`src/rtl/fetch_pkg.sv`:
```
// ----------------------------------------------------------------------------
// fetch_pkg
// Shared definitions for the instruction fetch sequencer:
//   fetch_state_t : sequencer FSM state encoding
//   INSTR_W       : instruction word width
//   PC_INC        : byte distance between consecutive instructions
// ----------------------------------------------------------------------------
package fetch_pkg;

  localparam int unsigned INSTR_W = 32;
  localparam int unsigned PC_INC  = 4;

  typedef enum logic [1:0] {
    IDLE = 2'd0,
    REQ  = 2'd1,
    DROP = 2'd2,
    HOLD = 2'd3
  } fetch_state_t;

endpackage : fetch_pkg

```
`src/rtl/fetch_skid_buf.sv`:
```
// ----------------------------------------------------------------------------
// fetch_skid_buf
// One-entry holding slot for an instruction that returned from memory while
// the IF stage was stalled.
// Ports:
//   clk, rst        : clock, synchronous active-high reset
//   i_load          : capture i_pc / i_instr and mark the entry valid
//   i_clear         : invalidate the entry (wins over i_load)
//   i_pc, i_instr   : entry contents to capture
//   o_valid, o_pc,
//   o_instr         : registered entry read port
// ----------------------------------------------------------------------------
module fetch_skid_buf
  import fetch_pkg::*;
#(
  parameter int unsigned bits = 32
) (
  input  logic               clk,
  input  logic               rst,
  input  logic               i_load,
  input  logic               i_clear,
  input  logic [bits-1:0]    i_pc,
  input  logic [INSTR_W-1:0] i_instr,
  output logic               o_valid,
  output logic [bits-1:0]    o_pc,
  output logic [INSTR_W-1:0] o_instr
);

  logic               r_valid;
  logic [bits-1:0]    r_pc;
  logic [INSTR_W-1:0] r_instr;

  // Entry storage: clear dominates load so a redirect always empties the slot.
  always_ff @(posedge clk) begin
    if (rst) begin
      r_valid <= 1'b0;
      r_pc    <= {bits{1'b0}};
      r_instr <= {INSTR_W{1'b0}};
    end else if (i_clear) begin
      r_valid <= 1'b0;
    end else if (i_load) begin
      r_valid <= 1'b1;
      r_pc    <= i_pc;
      r_instr <= i_instr;
    end else begin
      r_valid <= r_valid;
    end
  end

  assign o_valid = r_valid;
  assign o_pc    = r_pc;
  assign o_instr = r_instr;

endmodule : fetch_skid_buf

```
`src/rtl/fetch_sequencer.sv`:
```
// ----------------------------------------------------------------------------
// fetch_sequencer
// Instruction fetch sequencer: issues sequential instruction memory requests,
// fills the IF/ID register, absorbs stalls through a one-entry skid buffer and
// handles redirects, including discarding an in-flight response.
// Optional feature macro: FETCH_PERF_CNT_EN adds stall_cycles / redirect_cnt.
// Ports:
//   clk, rst          : clock, synchronous active-high reset
//   stall             : hold IF outputs, issue no new request
//   redirect,
//   redirect_pc       : taken branch/jump and its target (highest priority)
//   imem_req,
//   imem_addr         : instruction memory request and address
//   imem_ack,
//   imem_rdata        : request completion and returned instruction
//   if_valid, if_pc,
//   if_npc, if_instr  : IF/ID register contents
//   stall_cycles,
//   redirect_cnt      : performance counters (FETCH_PERF_CNT_EN only)
// ----------------------------------------------------------------------------
module fetch_sequencer
  import fetch_pkg::*;
#(
  parameter int unsigned     bits     = 32,
  parameter logic [bits-1:0] RESET_PC = {bits{1'b0}}
) (
  input  logic               clk,
  input  logic               rst,
  input  logic               stall,
  input  logic               redirect,
  input  logic [bits-1:0]    redirect_pc,
  output logic               imem_req,
  output logic [bits-1:0]    imem_addr,
  input  logic               imem_ack,
  input  logic [INSTR_W-1:0] imem_rdata,
  output logic               if_valid,
  output logic [bits-1:0]    if_pc,
  output logic [bits-1:0]    if_npc,
  output logic [INSTR_W-1:0] if_instr
`ifdef FETCH_PERF_CNT_EN
  ,
  output logic [31:0]        stall_cycles,
  output logic [31:0]        redirect_cnt
`endif
);

  localparam logic [bits-1:0] PC_INC_W = bits'(PC_INC);

  // Sequential successor address; wraps naturally modulo 2^bits.
  function automatic logic [bits-1:0] next_pc(input logic [bits-1:0] pc);
    return pc + PC_INC_W;
  endfunction

  fetch_state_t       r_state;
  logic               r_req;
  logic [bits-1:0]    r_addr;
  logic [bits-1:0]    r_target;
  logic               r_if_valid;
  logic [bits-1:0]    r_if_pc;
  logic [bits-1:0]    r_if_npc;
  logic [INSTR_W-1:0] r_if_instr;

  fetch_state_t       w_state_nxt;
  logic               w_req_nxt;
  logic [bits-1:0]    w_addr_nxt;
  logic [bits-1:0]    w_target_nxt;
  logic               w_if_valid_nxt;
  logic [bits-1:0]    w_if_pc_nxt;
  logic [bits-1:0]    w_if_npc_nxt;
  logic [INSTR_W-1:0] w_if_instr_nxt;
  logic               w_skid_load;
  logic               w_skid_clear;
  logic               w_skid_valid;
  logic [bits-1:0]    w_skid_pc;
  logic [INSTR_W-1:0] w_skid_instr;

  fetch_skid_buf #(
    .bits (bits)
  ) u_skid (
    .clk     (clk),
    .rst     (rst),
    .i_load  (w_skid_load),
    .i_clear (w_skid_clear),
    .i_pc    (r_addr),
    .i_instr (imem_rdata),
    .o_valid (w_skid_valid),
    .o_pc    (w_skid_pc),
    .o_instr (w_skid_instr)
  );

  // State and output registers.
  always_ff @(posedge clk) begin
    if (rst) begin
      r_state    <= IDLE;
      r_req      <= 1'b0;
      r_addr     <= RESET_PC;
      r_target   <= {bits{1'b0}};
      r_if_valid <= 1'b0;
      r_if_pc    <= {bits{1'b0}};
      r_if_npc   <= {bits{1'b0}};
      r_if_instr <= {INSTR_W{1'b0}};
    end else begin
      r_state    <= w_state_nxt;
      r_req      <= w_req_nxt;
      r_addr     <= w_addr_nxt;
      r_target   <= w_target_nxt;
      r_if_valid <= w_if_valid_nxt;
      r_if_pc    <= w_if_pc_nxt;
      r_if_npc   <= w_if_npc_nxt;
      r_if_instr <= w_if_instr_nxt;
    end
  end

  // Next-state and next-output decode.
  always_comb begin
    w_state_nxt    = r_state;
    w_addr_nxt     = r_addr;
    w_target_nxt   = r_target;
    // Without a new instruction, a stall freezes IF and a non-stall bubbles.
    w_if_valid_nxt = stall ? r_if_valid : 1'b0;
    w_if_pc_nxt    = r_if_pc;
    w_if_npc_nxt   = r_if_npc;
    w_if_instr_nxt = r_if_instr;
    w_skid_load    = 1'b0;
    w_skid_clear   = 1'b0;

    if (redirect) begin
      w_if_valid_nxt = 1'b0;
      w_skid_clear   = 1'b1;
    end else begin
      w_skid_clear   = 1'b0;
    end

    case (r_state)
      IDLE: begin
        w_state_nxt = REQ;
        if (redirect) begin
          w_addr_nxt = redirect_pc;
        end else begin
          w_addr_nxt = r_addr;
        end
      end

      REQ: begin
        if (redirect) begin
          if (imem_ack) begin
            // Returned word belongs to the abandoned path: drop it.
            w_addr_nxt  = redirect_pc;
            w_state_nxt = REQ;
          end else begin
            // Keep the address stable until the outstanding ack arrives.
            w_target_nxt = redirect_pc;
            w_state_nxt  = DROP;
          end
        end else if (imem_ack) begin
          w_addr_nxt = next_pc(r_addr);
          if (stall) begin
            w_skid_load = 1'b1;
            w_state_nxt = HOLD;
          end else begin
            w_if_valid_nxt = 1'b1;
            w_if_pc_nxt    = r_addr;
            w_if_npc_nxt   = next_pc(r_addr);
            w_if_instr_nxt = imem_rdata;
            w_state_nxt    = REQ;
          end
        end else begin
          w_state_nxt = REQ;
        end
      end

      DROP: begin
        if (imem_ack) begin
          w_addr_nxt  = redirect ? redirect_pc : r_target;
          w_state_nxt = REQ;
        end else if (redirect) begin
          w_target_nxt = redirect_pc;
          w_state_nxt  = DROP;
        end else begin
          w_state_nxt = DROP;
        end
      end

      HOLD: begin
        if (redirect) begin
          w_addr_nxt  = redirect_pc;
          w_state_nxt = REQ;
        end else if (!stall && w_skid_valid) begin
          w_if_valid_nxt = 1'b1;
          w_if_pc_nxt    = w_skid_pc;
          w_if_npc_nxt   = next_pc(w_skid_pc);
          w_if_instr_nxt = w_skid_instr;
          w_skid_clear   = 1'b1;
          w_addr_nxt     = next_pc(w_skid_pc);
          w_state_nxt    = REQ;
        end else if (!stall) begin
          // Empty slot cannot normally occur here; resume fetching.
          w_state_nxt = REQ;
        end else begin
          w_state_nxt = HOLD;
        end
      end

      default: begin
        w_state_nxt = IDLE;
        w_addr_nxt  = RESET_PC;
      end
    endcase

    w_req_nxt = (w_state_nxt == REQ) || (w_state_nxt == DROP);
  end

  assign imem_req  = r_req;
  assign imem_addr = r_addr;
  assign if_valid  = r_if_valid;
  assign if_pc     = r_if_pc;
  assign if_npc    = r_if_npc;
  assign if_instr  = r_if_instr;

`ifdef FETCH_PERF_CNT_EN
  logic [31:0] r_stall_cycles;
  logic [31:0] r_redirect_cnt;

  // Free-running event counters; wrap on overflow.
  always_ff @(posedge clk) begin
    if (rst) begin
      r_stall_cycles <= 32'd0;
      r_redirect_cnt <= 32'd0;
    end else begin
      r_stall_cycles <= stall    ? r_stall_cycles + 32'd1 : r_stall_cycles;
      r_redirect_cnt <= redirect ? r_redirect_cnt + 32'd1 : r_redirect_cnt;
    end
  end

  assign stall_cycles = r_stall_cycles;
  assign redirect_cnt = r_redirect_cnt;
`endif

endmodule : fetch_sequencer

```
`config.mk`:
```
export PLATFORM = sky130hd
export DESIGN_NAME = fetch_sequencer
export DESIGN_NICKNAME = d
export VERILOG_FILES = /design/src/rtl/fetch_pkg.sv /design/src/rtl/fetch_skid_buf.sv /design/src/rtl/fetch_sequencer.sv
export SDC_FILE = /design/constraint.sdc
export NUM_CORES = 1
export LEC_CHECK = 0
export CAP_MARGIN = 0
export CORE_ASPECT_RATIO = 0.75
export CORE_MARGIN = 4
export CORE_UTILIZATION = 53
export CTS_CLUSTER_SIZE = 25
export DETAILED_ROUTE_END_ITERATION = 7
export PLACE_DENSITY_LB_ADDON = 0.05
export SLEW_MARGIN = 20
export SYNTH_ARGS = -nofsm -noshare
export SYNTH_HDL_FRONTEND = slang
export SYNTH_SLANG_ARGS = --single-unit
export TNS_END_PERCENT = 5
```
`constraint.sdc`:
```
create_clock -name clk -period 2.9 [get_ports clk]
set_clock_uncertainty 0.15 [all_clocks]
set_input_delay 0.29 -clock clk [delete_from_list [all_inputs] [get_ports clk]]
set_output_delay 0.29 -clock clk [all_outputs]
set_load 0.01 [all_outputs]
```
==> results of run 1 <==
[through the flow]
step | utilization | worst slack [ps] | instances | hold slack (ps) | total power, mW
4_1_cts | 0.699 | 302 | 1925 | 7.16 | 7.74
5_1_grt | 0.699 | 100 | 1925 | 47.8 | 7.97
3_3_place_gp | 0.659 | 260 | 1885 | 278 | 4.57
3_5_place_dp | 0.659 | 193 | 1885 | 280 | 4.58
2_1_floorplan | - | 535 | 1464 | 276 | 4.01
6_report | 0.699 | 233 | 1925 | 19.6 | 7.74
[metal layers]
layer / vias to the layer above / GRT usage / wire, um
met4: 0 / 0.0655 / 707
met3: 54 / 0.0880 / 4400
met1: 5387 / 0.465 / 16700
met2: 652 / 0.412 / 14800
li1: 5444 / - / -
met5: - / 0 / 0
[final timing paths]
kind / from / to / slack [ps] / cells after the start
setup / recovery: imem_addr[2] / imem_addr[28] / 230 / 7
hold / removal: rst / r_target[11] / 20 / 2
setup reg to reg: imem_addr[2] / imem_addr[28] / 230 / 7
hold reg to reg: if_npc[23] / if_npc[23] / 290 / 2
[registers in the layout, indices dropped and copies added, names as in the netlist, 2 cells and up]
signal and flops:
u_skid.o_instr 32, imem_addr 32, u_skid.o_pc 32, r_state 2, r_target 32, if_pc 32
if_npc 30, if_instr 32
[synth_stat cells, types with 3 or more instances]
cell type / number / area share
a211oi_1: 4 / 0.0027
a21o_1: 9 / 0.0062
a21oi_1: 153 / 0.070
a221o_1: 5 / 0.0046
a221oi_1: 6 / 0.0048
a222oi_1: 4 / 0.0036
a22oi_1: 11 / 0.0075
a311oi_1: 66 / 0.053
a31oi_1: 5 / 0.0028
a32o_1: 3 / 0.0027
and2_1: 4 / 0.0023
and3_1: 6 / 0.0034
buf_1: 13 / 0.0044
buf_2: 16 / 0.0073
buf_4: 4 / 0.0027
clkbuf_1: 95 / 0.032
dfxtp_1: 227 / 0.41
inv_1: 10 / 0.0034
mux2i_1: 7 / 0.0064
nand2_1: 423 / 0.14
nand2b_1: 11 / 0.0063
nand3_1: 32 / 0.015
nand4_1: 23 / 0.013
nor2_1: 111 / 0.038
nor3_1: 18 / 0.0082
nor3_2: 3 / 0.0027
nor4_1: 6 / 0.0034
nor4_2: 3 / 0.0034
o211ai_1: 6 / 0.0041
o21a_1: 7 / 0.0048
o21ai_0: 45 / 0.021
o21ai_1: 3 / 0.0014
o221ai_1: 12 / 0.0096
o22a_1: 8 / 0.0064
o22ai_1: 6 / 0.0034
o32ai_1: 3 / 0.0024
or2_2: 3 / 0.0017
or3_1: 5 / 0.0028
xnor2_1: 31 / 0.025
xor2_1: 22 / 0.018
[cell type report]
| class | instances | share of cell area |
|---|---|---|
| Multi-Input combinational cell | 1097 | 0.414 |
| Tap cell | 282 | 0.0248 |
| Clock inverter | 5 | 0.00528 |
| Inverter | 11 | 0.00290 |
| Sequential cell | 227 | 0.320 |
| Timing Repair Buffer | 268 | 0.181 |
| Clock buffer | 35 | 0.0523 |
[cell families after synthesis]
family                     share of synthesized area
adders and majority gates                    0.00228
xor gates and xnor gates                      0.0423
AOI/OAI and AO/OA                              0.224
DFF                                            0.414
muxes                                        0.00945
and+or+nand+nor                                0.256
buffers and inverters                         0.0517
[power by group through the flow]
stage               Clock, mW  Sequential [mW]  Combinational [mW]
finish                   3.19             3.37                1.19
global route             3.32             3.38                1.27
CTS                      3.21             3.36                1.16
detailed placement          0             3.43                1.15
global placement            0             3.43                1.14
floorplan                   0             3.43               0.572
[worst max-delay path, delay by kind of cell (launching register included)]
family	cells	cell delay [ps]
and+or+nand+nor	3	1240
AOI/OAI and AO/OA	2	350
DFF	1	330
xor gates and xnor gates	1	310
adders and majority gates	1	190
==> impl_metrics.yaml, run 1 <==
sta:
  fin_crit_sh: 0.920
  setup_viol: 0
  worst_pin_slew_ps: 841
  timing.fmax_mhz: 375
  rsz0062_at_grt: "no"
  fin_setup_tns_ps: 0
  slew_headroom: 0.439
  drv_slew: 0
  fin_crit_ps: 2670
  finalHoldViolations: 0
route:
  firstDrtPassIters: 5
  drc: 0
  finalWirelength_um: 36600
  ant_nets: 0
  routed_via_density: 5.99
  drtIter0Drc: 1731
  num_vias: 11500
  wl_per_cell_um: 19.0
place:
  placed_cell_area_sq_um: 13400
  hpwl_um: 25400
  port_buffers: 198
  globalplace.congestion: 0.976
layout:
  drive_above_1_share: 0.0822
  multiInputGateArea_sq_um: 5890
  final_nets: 1700
  final_common_cell: "nand2_1"
  final-seq-area_sq_um: 4540
  num-fill-cells: 1721
  area_growth_pct: 29.4
  fin_area_sq_um: 14200
  final_cell_mix: "nand2_1 (422), dfxtp_1 (227), clkdlybuf4s50_1 (197)"
  diodes: 0
die:
  initial_core_util: 0.540
  die_x_um: 174
  core_area_sq_um: 20300
  pin_count: 199
  die_area_sq_um: 23100
  row_count: 45
  die_y_um: 133
synthesis:
  yosysUniqueCellTypes: 67
  syn_avg_cell_area_sq_um: 7.50
  ys.flop_type: "dfxtp_1"
  ys_seq_area_frac: 0.414
  syn_nets: 1535
  ys_ff_latch: 227
  async_flop_share: 0
  netlist_area_sq_um: 11000
  yosys_warnings: 0
  synth_edf_count: 0
  netlist_instances: 1464
worst_setup_path:
  arrival_ps: 2950
  start_kind: "register"
  cp_max_fo: 11
  crit_path_end_kind: "register"
  cp_slowest_stage_delay_ps: 610
  crit_slowest_cell: "or3b_1"
  worst_ep_required_time_ps: 3180
  cp_cell_sequence: "ha_1 -> and2_1 -> or3b_1 -> nor4_2 -> xor2_1 -> o21ai_1 -> a221oi_2"
  crit_type: "register to register"
cts:
  post_cts_resized: 0
  holdBufCountCts: 0
  clk_path_buf_depth: 3
  numCtsBuffers: 24
  root_buffer: "clkbuf_16"
  cts_setup_buffers: 0
  htreeDepth: 1
  clock_sinks: 227
  cts_tree: "yes"
  path_clk_slew_ps: 60
  insertion_delay_ps: 520
status:
  outcome: "completed"
pwr:
  p_seq_frac: 0.435
  p_per_area_nw_per_um2: 545
  p_switching_mw: 2.04
  ir_drop_v: 0.000374
  p_leak_nw: 4.85
  internal_power_mw: 5.70
  switching_share: 0.264
  p_clk_frac: 0.412
  combPwrFrac: 0.153
grt:
  grt_use_total: 0.301
  grt_first_pass_wirelength_um: 57400
  grt_max_degree: 86
  grt_pass1_vias: 10300
  overflow: 0
  antenna_found_initial: 0
hold_path:
  min_path_type: "input pin to register"
run:
  max_cap_viol_count: 0
Power figures use the tool's default switching activity.
==> run 2: changes to the inputs <==
--- a/config.mk
+++ b/config.mk
@@ -8,9 +8,11 @@
 export CAP_MARGIN = 0
 export CORE_ASPECT_RATIO = 0.75
 export CORE_MARGIN = 4
-export CORE_UTILIZATION = 53
+export CORE_UTILIZATION = 55
+export CTS_BUF_LIST = sky130_fd_sc_hd__clkbuf_8
 export CTS_CLUSTER_SIZE = 25
 export DETAILED_ROUTE_END_ITERATION = 7
+export GPL_TIMING_DRIVEN = 0
 export PLACE_DENSITY_LB_ADDON = 0.05
 export SLEW_MARGIN = 20
 export SYNTH_ARGS = -nofsm -noshare
==> run 2 against run 1 <==
Net effect: routed wire length is 13% higher; worst hold slack gained 180 ps; first-iteration DRC count is 1.4% lower; sequential cell count is the same; die area shrank 3.4%; combinational power barely moved; count of clock-buffer cells in the layout is 8 higher; largest power group unchanged; the flow now finishes with violations (setup timing); largest cell class unchanged; non-clock buffer count increased by 56; register-to-register slack lost 240 ps.
==> impl_metrics.yaml, run 2 (synthesized netlist as in run 1, its figures left out) <==
worst_setup_path:
  cp_max_fo: 7
  arrival_ps: 3200
  cp_cell_sequence: "clkbuf_1 -> nand2_1 -> or4_4 -> buf_6 -> nor4_2 -> xor2_1 -> o21ai_1 -> a221oi_2"
  crit_type: "register to register"
  cp_slowest_stage_delay_ps: 550
  path_delay_family: "simple AND/OR/NAND/NOR gates"
  start_kind: "register"
  path_buf_inv: 2
  crit_slowest_cell: "or4_4"
  crit_path_end_kind: "register"
  worst_ep_required_time_ps: 3190
cts:
  cts_tree: "yes"
  clock_sinks: 227
  numCtsBuffers: 37
  insertion_delay_ps: 530
  root_buffer: "clkbuf_8"
  clk_path_buf_depth: 3
  path_clk_slew_ps: 60
  htreeDepth: 2
layout:
  final_cell_mix: "nand2_1 (423), dfxtp_1 (227), clkdlybuf4s50_1 (197)"
  diodes: 0
  final_nets: 1769
  final_common_cell: "nand2_1"
  area_growth_pct: 27.3
  num-fill-cells: 1655
  stdcell_count: 1971
  fin_area_sq_um: 14000
  postLayoutCoreUtil: 0.718
  drive_above_1_share: 0.0605
die:
  core_area_sq_um: 19500
  die_y_um: 130
  die_x_um: 171
  row_count: 44
  pin_count: 199
  initial_core_util: 0.564
  die_area_sq_um: 22300
route:
  wl_per_cell_um: 21.0
  drtIter0Drc: 1707
  drc: 0
  routed_via_density: 6.18
  finalWirelength_um: 41500
  firstDrtPassIters: 6
  num_vias: 12200
  ant_nets: 0
pwr:
  ir_drop_v: 0.000412
  p_clk_frac: 0.363
  p_switching_mw: 2.12
  switching_share: 0.296
  internal_power_mw: 5.06
  combPwrFrac: 0.167
  p_leak_nw: 4.74
  p_seq_frac: 0.470
  p_total_mw: 7.19
  p_per_area_nw_per_um2: 514
grt:
  use_met3: 0.132
  use_met2: 0.507
  grt-busiest-layer: "met1"
  grt_first_pass_wirelength_um: 62800
  grt_max_degree: 12
  overflow: 0
  grt_pass1_vias: 11100
  use_met1: 0.514
  grt_use_total: 0.359
  antenna_found_initial: 0
sta:
  drv_slew: 0
  fin_setup_tns_ps: -17.3
  fin_ws_ps: -10.4
  rsz0062_at_grt: "yes"
  timing.fmax_mhz: 344
  whs_ps: 196
  slew_headroom: 0.391
  setup_viol: 2
  fin_crit_sh: 1.00
  worst_pin_slew_ps: 914
  finalHoldViolations: 0
  fin_crit_ps: 2910
place:
  placed_cell_area_sq_um: 13300
  hpwl_um: 30600
  dp_cells: 1914
  globalplace.congestion: 1.00
  dp_slack_ps: -518
  port_buffers: 197
status:
  outcome: "finished, violations left"
  failed_checks: "setup timing"
run:
  max_cap_viol_count: 0
hold_path:
  min_path_type: "input pin to register"
## run 2: tightest hold or removal path, delay by kind of cell
kind                   cells  cell delay [ps]
AOI/OAI and AO/OA          1               50
buffers and inverters      1              420
and+or+nand+nor            1               70
## run 2: repair_timing
| item | CTS | global route |
|---|---|---|
| pin swaps | 0 | 1 |
| gates resized for setup | 1 | 18 |
| setup buffers | 0 | 0 |
| hold buffers | 0 | 0 |
| setup endpoints to repair | 74 | 111 |
## run 2: path summary, 6_finish.rpt
path | endpoint | depth (start not counted) | startpoint | slack, ps
min | u_skid.o_instr[22] | 3 | imem_rdata[22] | 200
max reg2reg | imem_addr[27] | 8 | imem_addr[15] | -10
max | imem_addr[27] | 8 | imem_addr[15] | -10
min reg2reg | if_npc[23] | 2 | if_npc[23] | 290
## run 2: area by class of cell
class,instances,area (sq um),share of cell area
multi-input cells,1097,5920,0.424
flip-flops and latches,227,4540,0.325
repair buffers,197,1970,0.141
clock buffers,43,592,0.0423
plain buffers,127,528,0.0378
well taps,253,317,0.0226
clock inverters,16,67.6,0.00483
inverters,11,41.3,0.00295
## run 2: routing by layer
layer / routed length [um] / part of all wire
met1: 17800 / 0.43
met2: 16600 / 0.40
met3: 5990 / 0.14
met4: 1110 / 0.027
met5: 0 / 0
## run 2: power by group through the flow
stage | Combinational (mW) | Sequential [mW] | Clock (mW)
after floorplan | 0.572 | 3.43 | 0
after global placement | 1.14 | 3.43 | 0
after detailed placement | 1.15 | 3.44 | 0
after CTS | 1.16 | 3.37 | 2.60
after global routing | 1.28 | 3.39 | 2.76
final | 1.20 | 3.38 | 2.61
